$ cat config.mk
export PLATFORM = sky130hd
export DESIGN_NAME = bus_buffer_fifo_flat
export DESIGN_NICKNAME = d
export VERILOG_FILES = /design/src/rtl/bus_buffer_fifo_if.sv /design/src/rtl/bus_buffer_fifo.sv /design/src/flat_wrapper.sv
export SDC_FILE = /design/constraint.sdc
export NUM_CORES = 1
export LEC_CHECK = 0
export ABC_AREA = 1
export CORE_AREA = 2 2 68 70
export DETAILED_ROUTE_END_ITERATION = 7
export DIE_AREA = 0 0 70 72
export GPL_TIMING_DRIVEN = 1
export PLACE_DENSITY_LB_ADDON = 0.3
export SETUP_SLACK_MARGIN = 0.1
export SLEW_MARGIN = 40
export SYNTH_ARGS = -nofsm -noshare
export SYNTH_HDL_FRONTEND = slang
export SYNTH_SLANG_ARGS = --single-unit
export TNS_END_PERCENT = 30
$ cat constraint.sdc
create_clock -name clk -period 5.29 [get_ports clk]
set_input_delay 1.058 -clock clk [delete_from_list [all_inputs] [get_ports clk]]
set_output_delay 1.058 -clock clk [all_outputs]
set_load 0.03 [all_outputs]
$ cat src/rtl/bus_buffer_fifo_if.sv
// Bus bundle for bus_buffer_fifo: write side, read handshake, output gate and status.
// The master side is the host/producer, the slave side is the buffer itself.
interface bus_buffer_fifo_if #(
    parameter int WIDTH = 8,
    parameter int DEPTH = 4
);
    logic                   mode;
    logic [WIDTH-1:0]       A;
    logic                   wr_strobe;
    logic                   wr_ready;
    logic                   rd_ack;
    logic                   rd_valid;
    logic                   nOE;
    logic [WIDTH-1:0]       Y;
    logic [$clog2(DEPTH):0] count;
    logic                   overflow;
    logic                   underflow;
    logic                   clr_flags;

    modport master (
        output mode, A, wr_strobe, rd_ack, nOE, clr_flags,
        input  wr_ready, rd_valid, Y, count, overflow, underflow
    );

    modport slave (
        input  mode, A, wr_strobe, rd_ack, nOE, clr_flags,
        output wr_ready, rd_valid, Y, count, overflow, underflow
    );
endinterface

$ cat src/rtl/bus_buffer_fifo.sv
// Parametrised bus buffer between host data latch and SCSI data register.
// Latch mode holds one word; FIFO mode is first-word-fall-through with sticky error flags.
module bus_buffer_fifo #(
    parameter int WIDTH  = 8,
    parameter int DEPTH  = 4,
    parameter bit INVERT = 1'b1
) (
    input  logic             clk,
    input  logic             reset,
    bus_buffer_fifo_if.slave bus
);
    localparam int             PW   = $clog2(DEPTH);
    localparam int             CW   = PW + 1;
    localparam logic [CW-1:0]  FULL = CW'(DEPTH);

    logic [WIDTH-1:0] r_mem [DEPTH];
    logic [WIDTH-1:0] r_latch;
    logic [PW-1:0]    r_wptr;
    logic [PW-1:0]    r_rptr;
    logic [CW-1:0]    r_count;
    logic             r_modePrev;
    logic             r_overflow;
    logic             r_underflow;

    logic [WIDTH-1:0] w_head;
    logic             w_full;
    logic             w_empty;
    logic             w_modeChange;
    logic             w_fifoActive;
    logic             w_push;
    logic             w_pop;
    logic             w_ovfEvent;
    logic             w_unfEvent;

    // The registered mode selects the data source, so a pending mode change never glitches Y.
    assign w_head       = r_modePrev ? r_mem[r_rptr] : r_latch;
    assign w_full       = (r_count == FULL);
    assign w_empty      = (r_count == '0);
    assign w_modeChange = (bus.mode != r_modePrev);
    assign w_fifoActive = r_modePrev && !w_modeChange;
    assign w_push       = w_fifoActive && bus.wr_strobe && !w_full;
    assign w_pop        = w_fifoActive && bus.rd_ack && !w_empty;
    assign w_ovfEvent   = w_fifoActive && bus.wr_strobe && w_full;
    assign w_unfEvent   = w_fifoActive && bus.rd_ack && w_empty;

    assign bus.wr_ready  = !r_modePrev || !w_full;
    assign bus.rd_valid  = !w_empty;
    assign bus.count     = r_count;
    assign bus.overflow  = r_overflow;
    assign bus.underflow = r_underflow;

    // An empty buffer drives zero even with INVERT set, so cleared storage never shows as all-ones.
    assign bus.Y = (bus.nOE || w_empty) ? '0 : (INVERT ? ~w_head : w_head);

    always_ff @(posedge clk) begin
        if (reset) begin
            for (int i = 0; i < DEPTH; i++) begin
                r_mem[i] <= '0;
            end
            r_latch     <= '0;
            r_wptr      <= '0;
            r_rptr      <= '0;
            r_count     <= '0;
            r_overflow  <= 1'b0;
            r_underflow <= 1'b0;
            r_modePrev  <= bus.mode;
        end else begin
            r_modePrev <= bus.mode;
            if (w_modeChange) begin
                r_latch <= '0;
                r_wptr  <= '0;
                r_rptr  <= '0;
                r_count <= '0;
            end else if (!r_modePrev) begin
                if (bus.wr_strobe) begin
                    r_latch <= bus.A;
                    r_count <= CW'(1);
                end
            end else begin
                if (w_push) begin
                    r_mem[r_wptr] <= bus.A;
                    r_wptr        <= r_wptr + PW'(1);
                end
                if (w_pop) begin
                    r_rptr <= r_rptr + PW'(1);
                end
                if (w_push && !w_pop) begin
                    r_count <= r_count + CW'(1);
                end else if (!w_push && w_pop) begin
                    r_count <= r_count - CW'(1);
                end
            end

            // A new error event outranks a clear arriving on the same edge.
            if (w_ovfEvent) begin
                r_overflow <= 1'b1;
            end else if (bus.clr_flags) begin
                r_overflow <= 1'b0;
            end
            if (w_unfEvent) begin
                r_underflow <= 1'b1;
            end else if (bus.clr_flags) begin
                r_underflow <= 1'b0;
            end
        end
    end
endmodule

$ cat src/flat_wrapper.sv
// flat-port wrapper written by rule: the top's interface ports become plain ports
module bus_buffer_fifo_flat 
#(
    parameter int WIDTH  = 8,
    parameter int DEPTH  = 4,
    parameter bit INVERT = 1'b1
)
  (clk, reset, bus_mode, bus_A, bus_wr_strobe, bus_rd_ack, bus_nOE, bus_clr_flags, bus_wr_ready, bus_rd_valid, bus_Y, bus_count, bus_overflow, bus_underflow);
  bus_buffer_fifo_if #(.WIDTH(WIDTH), .DEPTH(DEPTH)) bus_i ();
  input  logic clk;
  input  logic reset;
  input wire logic [$bits(bus_i.mode)-1:0] bus_mode;
  input wire logic [$bits(bus_i.A)-1:0] bus_A;
  input wire logic [$bits(bus_i.wr_strobe)-1:0] bus_wr_strobe;
  input wire logic [$bits(bus_i.rd_ack)-1:0] bus_rd_ack;
  input wire logic [$bits(bus_i.nOE)-1:0] bus_nOE;
  input wire logic [$bits(bus_i.clr_flags)-1:0] bus_clr_flags;
  output wire logic [$bits(bus_i.wr_ready)-1:0] bus_wr_ready;
  output wire logic [$bits(bus_i.rd_valid)-1:0] bus_rd_valid;
  output wire logic [$bits(bus_i.Y)-1:0] bus_Y;
  output wire logic [$bits(bus_i.count)-1:0] bus_count;
  output wire logic [$bits(bus_i.overflow)-1:0] bus_overflow;
  output wire logic [$bits(bus_i.underflow)-1:0] bus_underflow;
  assign bus_i.mode = bus_mode;
  assign bus_i.A = bus_A;
  assign bus_i.wr_strobe = bus_wr_strobe;
  assign bus_i.rd_ack = bus_rd_ack;
  assign bus_i.nOE = bus_nOE;
  assign bus_i.clr_flags = bus_clr_flags;
  assign bus_wr_ready = bus_i.wr_ready;
  assign bus_rd_valid = bus_i.rd_valid;
  assign bus_Y = bus_i.Y;
  assign bus_count = bus_i.count;
  assign bus_overflow = bus_i.overflow;
  assign bus_underflow = bus_i.underflow;
  bus_buffer_fifo #(.WIDTH(WIDTH), .DEPTH(DEPTH), .INVERT(INVERT)) u_core (.clk(clk), .reset(reset), .bus(bus_i));
endmodule
### Word-level counts from Yosys, hierarchy flattened

Memories as Yosys holds them, arrays and structs flattened. A register that Yosys moved wholly into a read port is not among the register bits.
Cells that the tools add are included.

| word-level totals | value |
|---|---|
| register bits | 18 |
| memory bits (writable) | 32 |
| input port bits | 15 |
| logic and storage cells | 65 |
| memories kept | 1 |

Memories:

| name | words | width | rd ports | clocked after memory_dff | wr ports | RTL line | source |
|---|---|---|---|---|---|---|---|
| u_core.r_mem | 4 | 8 | 1 | 1 | 4 | bus_buffer_fifo.sv:16 | `logic [WIDTH-1:0] r_mem [DEPTH];` |

| operators by class | value |
|---|---|
| add/subtract/negate cells | 4 |
| eq/ne operators | 3 |
| multiplexer cells | 21 |
| bitwise operators | 2 |
| reductions and logical operators | 27 |

Operator list:

| operator | number |
|---|---|
| $mux 8 | 3 |
| $mux 3 | 4 |
| $mux 1 | 11 |
| $logic_and 1x1->1 | 9 |
| $not 8->8 | 1 |
| $reduce_and 2->1 | 4 |
| $reduce_or 8->1 | 1 |
| $logic_not 1->1 | 6 |
| $mux 2 | 3 |
| $reduce_bool 2->1 | 3 |
| $add 2x1->2 const B | 2 |
| $add 3x1->3 const B | 1 |
| $eq 3x3->1 const B | 1 |
| $logic_not 3->1 | 1 |
| $ne 3x3->1 const B | 1 |
| $sub 3x1->3 const B | 1 |
| $logic_or 1x1->1 | 2 |
| $reduce_or 2->1 | 1 |
| $ne 1x1->1 | 1 |
| $not 1->1 | 1 |

### Longest topological paths before layout

Gate-level depths: netlist of run 1.

| depth | value |
|---|---|
| depth after elaboration | 12 |
| mapped depth | 11 |

### Worst setup path before layout of run 1

No wires, ideal clock.

| timing path | value |
|---|---|
| kind | in2out |
| from | input port bus_nOE |
| to | output port bus_Y[0] |
| arrival time | 1.684 ns |
| required time | 4.232 ns |
| path slack | 2.548 ns |
| stages | 3 |
| buffers on the path | 0 |
| cell sequence | nor2_1 -> nand3_1 -> inv_1 |

| on the way | value |
|---|---|
| cells in the longest elaborated chain, start to end | 2 |

Ends and longest elaborated chain:

| what | RTL line | source |
|---|---|---|
| start: declaration | flat_wrapper.sv:16 | `input wire logic [$bits(bus_i.nOE)-1:0] bus_nOE;` |
| $logic_or 1x1->1 | bus_buffer_fifo.sv:53 | `assign bus.Y = (bus.nOE \|\| w_empty) ? '0 : (INVERT ? ~w_head : w_head);` |
| $mux 8 | bus_buffer_fifo.sv:53 |  |
| end: declaration | flat_wrapper.sv:20 | `output wire logic [$bits(bus_i.Y)-1:0] bus_Y;` |

Every way passes these cells.

### Final worst setup path of run 1

Ends and elaborated chain as after synthesis.

==> results.toml, run 1 <==
[global_route]
grt_pass1_vias = 1814
grt_max_degree = 18
antenna_found_initial = 0
overflow = 0
grt_pass1_wl_um = 8830
grt.total_usage_pct = 22.8

[routing]
ant_nets = 0
drcViolationCount = 0
dr.pass1.iters = 4
drt-initial-drc-count = 183
viasPerCell = 5.29
wirelength_um = 5310
route.vias.total = 1937
wl_per_cell_um = 14.5

[floorplan]
pin_count = 30
fp.dieArea_um2 = 5040
die_y_um = 72
initial_core_util_pct = 56.5
coreArea_um2 = 4260
rows = 24
die_width_um = 70

[synthesis]
synth-edff-count = 32
postSynthCellCount = 285
synth_fp_nets = 303
yosysSeqAreaShare_pct = 56.5
synthTopCellsByArea = "edfxtp_1 (40%), dfxtp_1 (17%), nand2_1 (11%)"
synthDistinctLibCells = 22
yosysTopAreaCell = "edfxtp_1"
yosysMostFrequentCell = "nand2_1"
synth-async-reset-ratio_pct = 0
synth_top_flop_cell = "edfxtp_1"
ys_ff_latch = 52
synth_warnings = 0
postSynthAreaPerCell_um2 = 8.45
ys_top_cells_by_count = "nand2_1 (70), inv_1 (36), nand3_1 (36), nor2_1 (33), edfxtp_1 (32)"
syn-cell-area_um2 = 2410
synth_top_area_share_pct = 39.9

[setup_path]
path_max_fanout = 8
worst-setup-path-type = "in -> out"
cp-start-kind = "input pin"
cp-end-kind = "output pin"
r2r_cells = 7
cp.arrival_ns = 2.96
cp_data_required_time_ns = 4.23

[placed_design]
placedCellCount = 358
gp_congestion = 0.789
io_buffers = 29
hpwl_um = 3690

[sta]
finClkSkew_ns = 0.00897
final_hold_viol_count = 0
setup-tns-final_ns = 0
period_minus_slack_ns = 4.01
setup_violations = 0
fin_crit_sh_pct = 75.9
finalMaxSlewViolations = 0
worstMarginPinSlew_ns = 0.702
timing.fmax_ghz = 0.249
rsz0062_at_grt = "false"
slew_headroom_pct = 53.0

[job]
max_cap_violations = 0

[clock_network]
cts_buffer_depth = 2
h-tree-depth = 2
insertion_delay_ns = 0.30
numClockSinks = 52
clkTransAtPathRegs_ns = 0.08
cts_tree = "yes"
root_buffer = "clkbuf_8"
cts_setup_buffers = 0
cts_made_buffers = 5
cts_resized = 0
cts_hold_buf = 0

[final_layout]
drive_gt1_share_pct = 3.82
fillers = 388
area_growth_pct = 16.7
fin_cells = 366
diodes = 0
nets = 331

[worst_hold_path]
min_path_cells = 2
min_path_type = "reg -> reg"

[power_and_ir_drop]
ir_drop_v = 0.000162
p_leak_nw = 1.17
powerDensity_nw_per_um2 = 263
total_power_mw = 0.739

[status]
status = "completed"
==> metal layers <==
metal | GRT usage, % | wire (um)
met3 | 5.28 | 264
met1 | 28.4 | 2240
met2 | 39.7 | 2720
met4 | 7.69 | 84
met5 | 0 | 0
==> report_power, final <==
part	leakage [nW]	total (mW)	switching, mW	internal, mW
combinational	0.634	0.0735	0.0459	0.0276
sequential	0.492	0.449	0.00698	0.442
clock	0.0422	0.216	0.123	0.0931
==> through the flow <==
step | hold WS [ns] | setup slack [ns] | utilization [%] | area, um2
after floorplan | 0.463 | 2.55 | - | 2410
after global placement | 0.459 | 1.38 | 63.9 | 2730
after detailed placement | 0.465 | 1.29 | 64.0 | 2730
after CTS | 0.483 | 1.29 | 65.9 | 2810
after global routing | 0.494 | 1.15 | 65.9 | 2810
final | 0.478 | 1.28 | 65.9 | 2810
==> layout make-up <==
class	count	area [um2]	area share, %
sequential	52	1360	48.4
multi-input combinational	186	858	30.5
inverter	37	139	4.94
clock buffer	7	76.3	2.72
clock inverter	1	5.00	0.178
tap	52	65.1	2.32
timing repair buffer	31	305	10.9
==> registers in the layout, summed over array words and instances (netlist names), named ones only <==
register / cells
u_core.r_mem: 32
u_core.r_latch: 8
u_core.bus.count: 3
u_core.r_rptr: 2
u_core.r_wptr: 2
u_core.bus.overflow: 1
u_core.bus.underflow: 1
u_core.r_modePrev: 1
==> worst paths after layout <==
path,to,from,slack [ns]
worst min-delay path,u_core.bus.overflow,u_core.bus.overflow,0.48
worst max-delay path,bus_Y[0],bus_nOE,1.28
worst max register to register,u_core.r_mem[0][0],u_core.r_modePrev,2.43
worst min register to register,u_core.bus.overflow,u_core.bus.overflow,0.48
==> critical path: stages <==
cell and delay [ns]:
clkdlybuf4s50_1 0.40, nor2_1 0.55, nand3_1 0.17, inv_1 0.09, clkdlybuf4s50_1 0.68
==> cell usage in the layout (no fill, tap or decap), drive strengths merged <==
| cell | netlist | layout |
|---|---|---|
| xor2 | 1 | 1 |
| clkinv | 0 | 1 |
| or2 | 2 | 2 |
| nand3 | 37 | 37 |
| dfxtp | 20 | 20 |
| ha | 2 | 2 |
| a21oi | 16 | 16 |
| o21ai | 9 | 9 |
| buf | 5 | 2 |
| fa | 1 | 1 |
| edfxtp | 32 | 32 |
| nor2 | 33 | 33 |
| nor3 | 10 | 10 |
| inv | 37 | 37 |
| nand3b | 1 | 1 |
| nand2 | 70 | 70 |
| nand4 | 4 | 4 |
| clkbuf | 5 | 7 |
| clkdlybuf4s50 | 0 | 29 |
==> cell families after synthesis <==
kind of cell / Yosys count / share of synthesized area (%)
XOR/XNOR: 1 / 0.364
AO/OA/AOI/OAI: 25 / 5.35
buffers and inverters: 47 / 7.95
adder cells (fa/ha/maj): 3 / 1.87
AND/OR/NAND/NOR: 157 / 27.9
flip-flops: 52 / 56.5
Note: power is estimated with default switching activity, not from simulation.
==> run 2: changes to the inputs <==
- CORE_AREA: 2 2 68 70 -> 2 2 74 76
- DIE_AREA: 0 0 70 72 -> 0 0 76 78
- clock period: 5.29 -> 3.6 ns (I/O delays scaled with it)
==> run 2 against run 1 <==
Net effect: clock power rose by 80%; combinational power rose by 55%; via count rose by 0.83%; critical path depth rose by 3; hold slack got worse by 0.0063 ns; sequential power rose by 46%; clock skew barely moved; largest power group unchanged.
==> results.toml, run 2 (synthesis gave the netlist of run 1 again) <==
[floorplan]
die_y_um = 78
die_width_um = 76
fp.dieArea_um2 = 5930
pin_count = 30
rows = 26
initial_core_util_pct = 47.7
coreArea_um2 = 5040

[routing]
viasPerCell = 5.03
wirelength_um = 5290
ant_nets = 0
route.vias.total = 1953
drt-initial-drc-count = 162
dr.pass1.iters = 4
drcViolationCount = 0
wl_per_cell_um = 13.6

[clock_network]
cts_setup_buffers = 0
cts_tree = "yes"
cts_buffer_depth = 2
clkTransAtPathRegs_ns = 0.09
h-tree-depth = 2
root_buffer = "clkbuf_8"
insertion_delay_ns = 0.30
numClockSinks = 52
cts_made_buffers = 5
cts_resized = 0
cts_hold_buf = 0

[placed_design]
hpwl_um = 3700
placedCellCount = 380
gp_congestion = 0.832
io_buffers = 29

[power_and_ir_drop]
ir_drop_v = 0.000250
p_leak_nw = 1.20
powerDensity_nw_per_um2 = 402

[global_route]
grt_pass1_wl_um = 8740
grt_pass1_vias = 1914
grt.total_usage_pct = 19.0
antenna_found_initial = 0
grt_max_degree = 18
overflow = 0

[job]
max_cap_violations = 0

[final_layout]
largest_register_ffs = 32
nets = 335
drive_gt1_share_pct = 5.03
regMostFlops = "u_core.r_mem"
area_growth_pct = 19.9
fin_cells = 388
diodes = 0
final_cell_mix = "nand2_1 (70), inv_1 (36), nand3_1 (36)"
layout_commonest_cell = "nand2_1"

[worst_hold_path]
min_path_type = "reg -> reg"
min_path_cells = 2

[setup_path]
endpoint = "bus_Y[2]"
r2r_cells = 6
cp-start-kind = "flip-flop"
path_max_fanout = 17
worst-setup-path-type = "reg -> out"
worst_r2r_startpoint = "u_core.r_modePrev"
worst_path_largest_cell_delay_ns = 0.66
r2r_end = "u_core.r_mem[2][0]"
cp_data_required_time_ns = 2.88
cp.arrival_ns = 2.23
cp_cell_sequence = "buf_4 > inv_1 > nand2_1 > nand3_1 > nand3_1 > nand3_1 > inv_1 > clkdlybuf4s50_1"
slowest_stage = "clkdlybuf4s50_1"
cpMostUsedCell = "nand3_1"
cp-end-kind = "output pin"
r2r_setup_slack_ns = 1.36

[sta]
slew_headroom_pct = 67.0
finalMaxSlewViolations = 0
setup_violations = 0
rsz0062_at_grt = "false"
finClkSkew_ns = 0.00942
setup-tns-final_ns = 0
timing.fmax_ghz = 0.339
period_minus_slack_ns = 2.95
fin_crit_sh_pct = 81.9
worstMarginPinSlew_ns = 0.495
final_hold_viol_count = 0

[status]
status = "completed"
## run 2: cell types whose count changed in the layout (fill, tap and decap cells not counted), sizes merged
cell / change
buf: +4
bufinv: +1
clkbuf: -1
## run 2: report_power, final
group | switching [mW] | leakage [nW] | internal, mW | total, mW
clock network | 0.181 | 0.0552 | 0.206 | 0.388
logic | 0.0714 | 0.654 | 0.0424 | 0.114
registers | 0.00768 | 0.492 | 0.649 | 0.657
total | 0.260 | 1.20 | 0.898 | 1.16
## run 2: area by class of cell
type	count	area, um2
multi-input combinational	186	855
inverter	37	139
timing repair buffer	35	335
fill	474	2160
clock buffer	6	72.6
clock inverter	2	35.0
tap	70	87.6
sequential	52	1360
## run 2: how the worst min path moves through the flow
stage / from / to / slack, ns
after CTS: u_core.bus.underflow / u_core.bus.underflow / 0.47
after floorplan: u_core.r_wptr[1] / u_core.r_wptr[1] / 0.46
after global placement: u_core.bus.underflow / u_core.bus.underflow / 0.46
after detailed placement: u_core.bus.overflow / u_core.bus.overflow / 0.46
final: u_core.bus.overflow / u_core.bus.overflow / 0.47
after global routing: u_core.bus.overflow / u_core.bus.overflow / 0.49
## run 2: metal layers
layer	wire length [um]	GRT usage, %
met1	2390	23.6
met2	2520	32.3
met3	268	4.19
met4	119	7.45
met5	0	0
## run 2: through the flow
step	cell area, um2	setup WS [ns]	utilization (%)	hold WS [ns]	total power [mW]
2_1_floorplan	2410	1.23	-	0.463	0.735
3_3_place_gp	2780	0.648	55.1	0.458	0.783
3_5_place_dp	2780	0.624	55.1	0.459	0.785
4_1_cts	2890	0.629	57.2	0.475	1.17
5_1_grt	2890	0.481	57.2	0.486	1.20
6_report	2890	0.651	57.2	0.471	1.16
## run 2: critical path: cells and delay by family (launching register included)
family,cells,cell delay (ns)
buf+inv,4,1.19
simple gates,4,0.42
flops,1,0.32
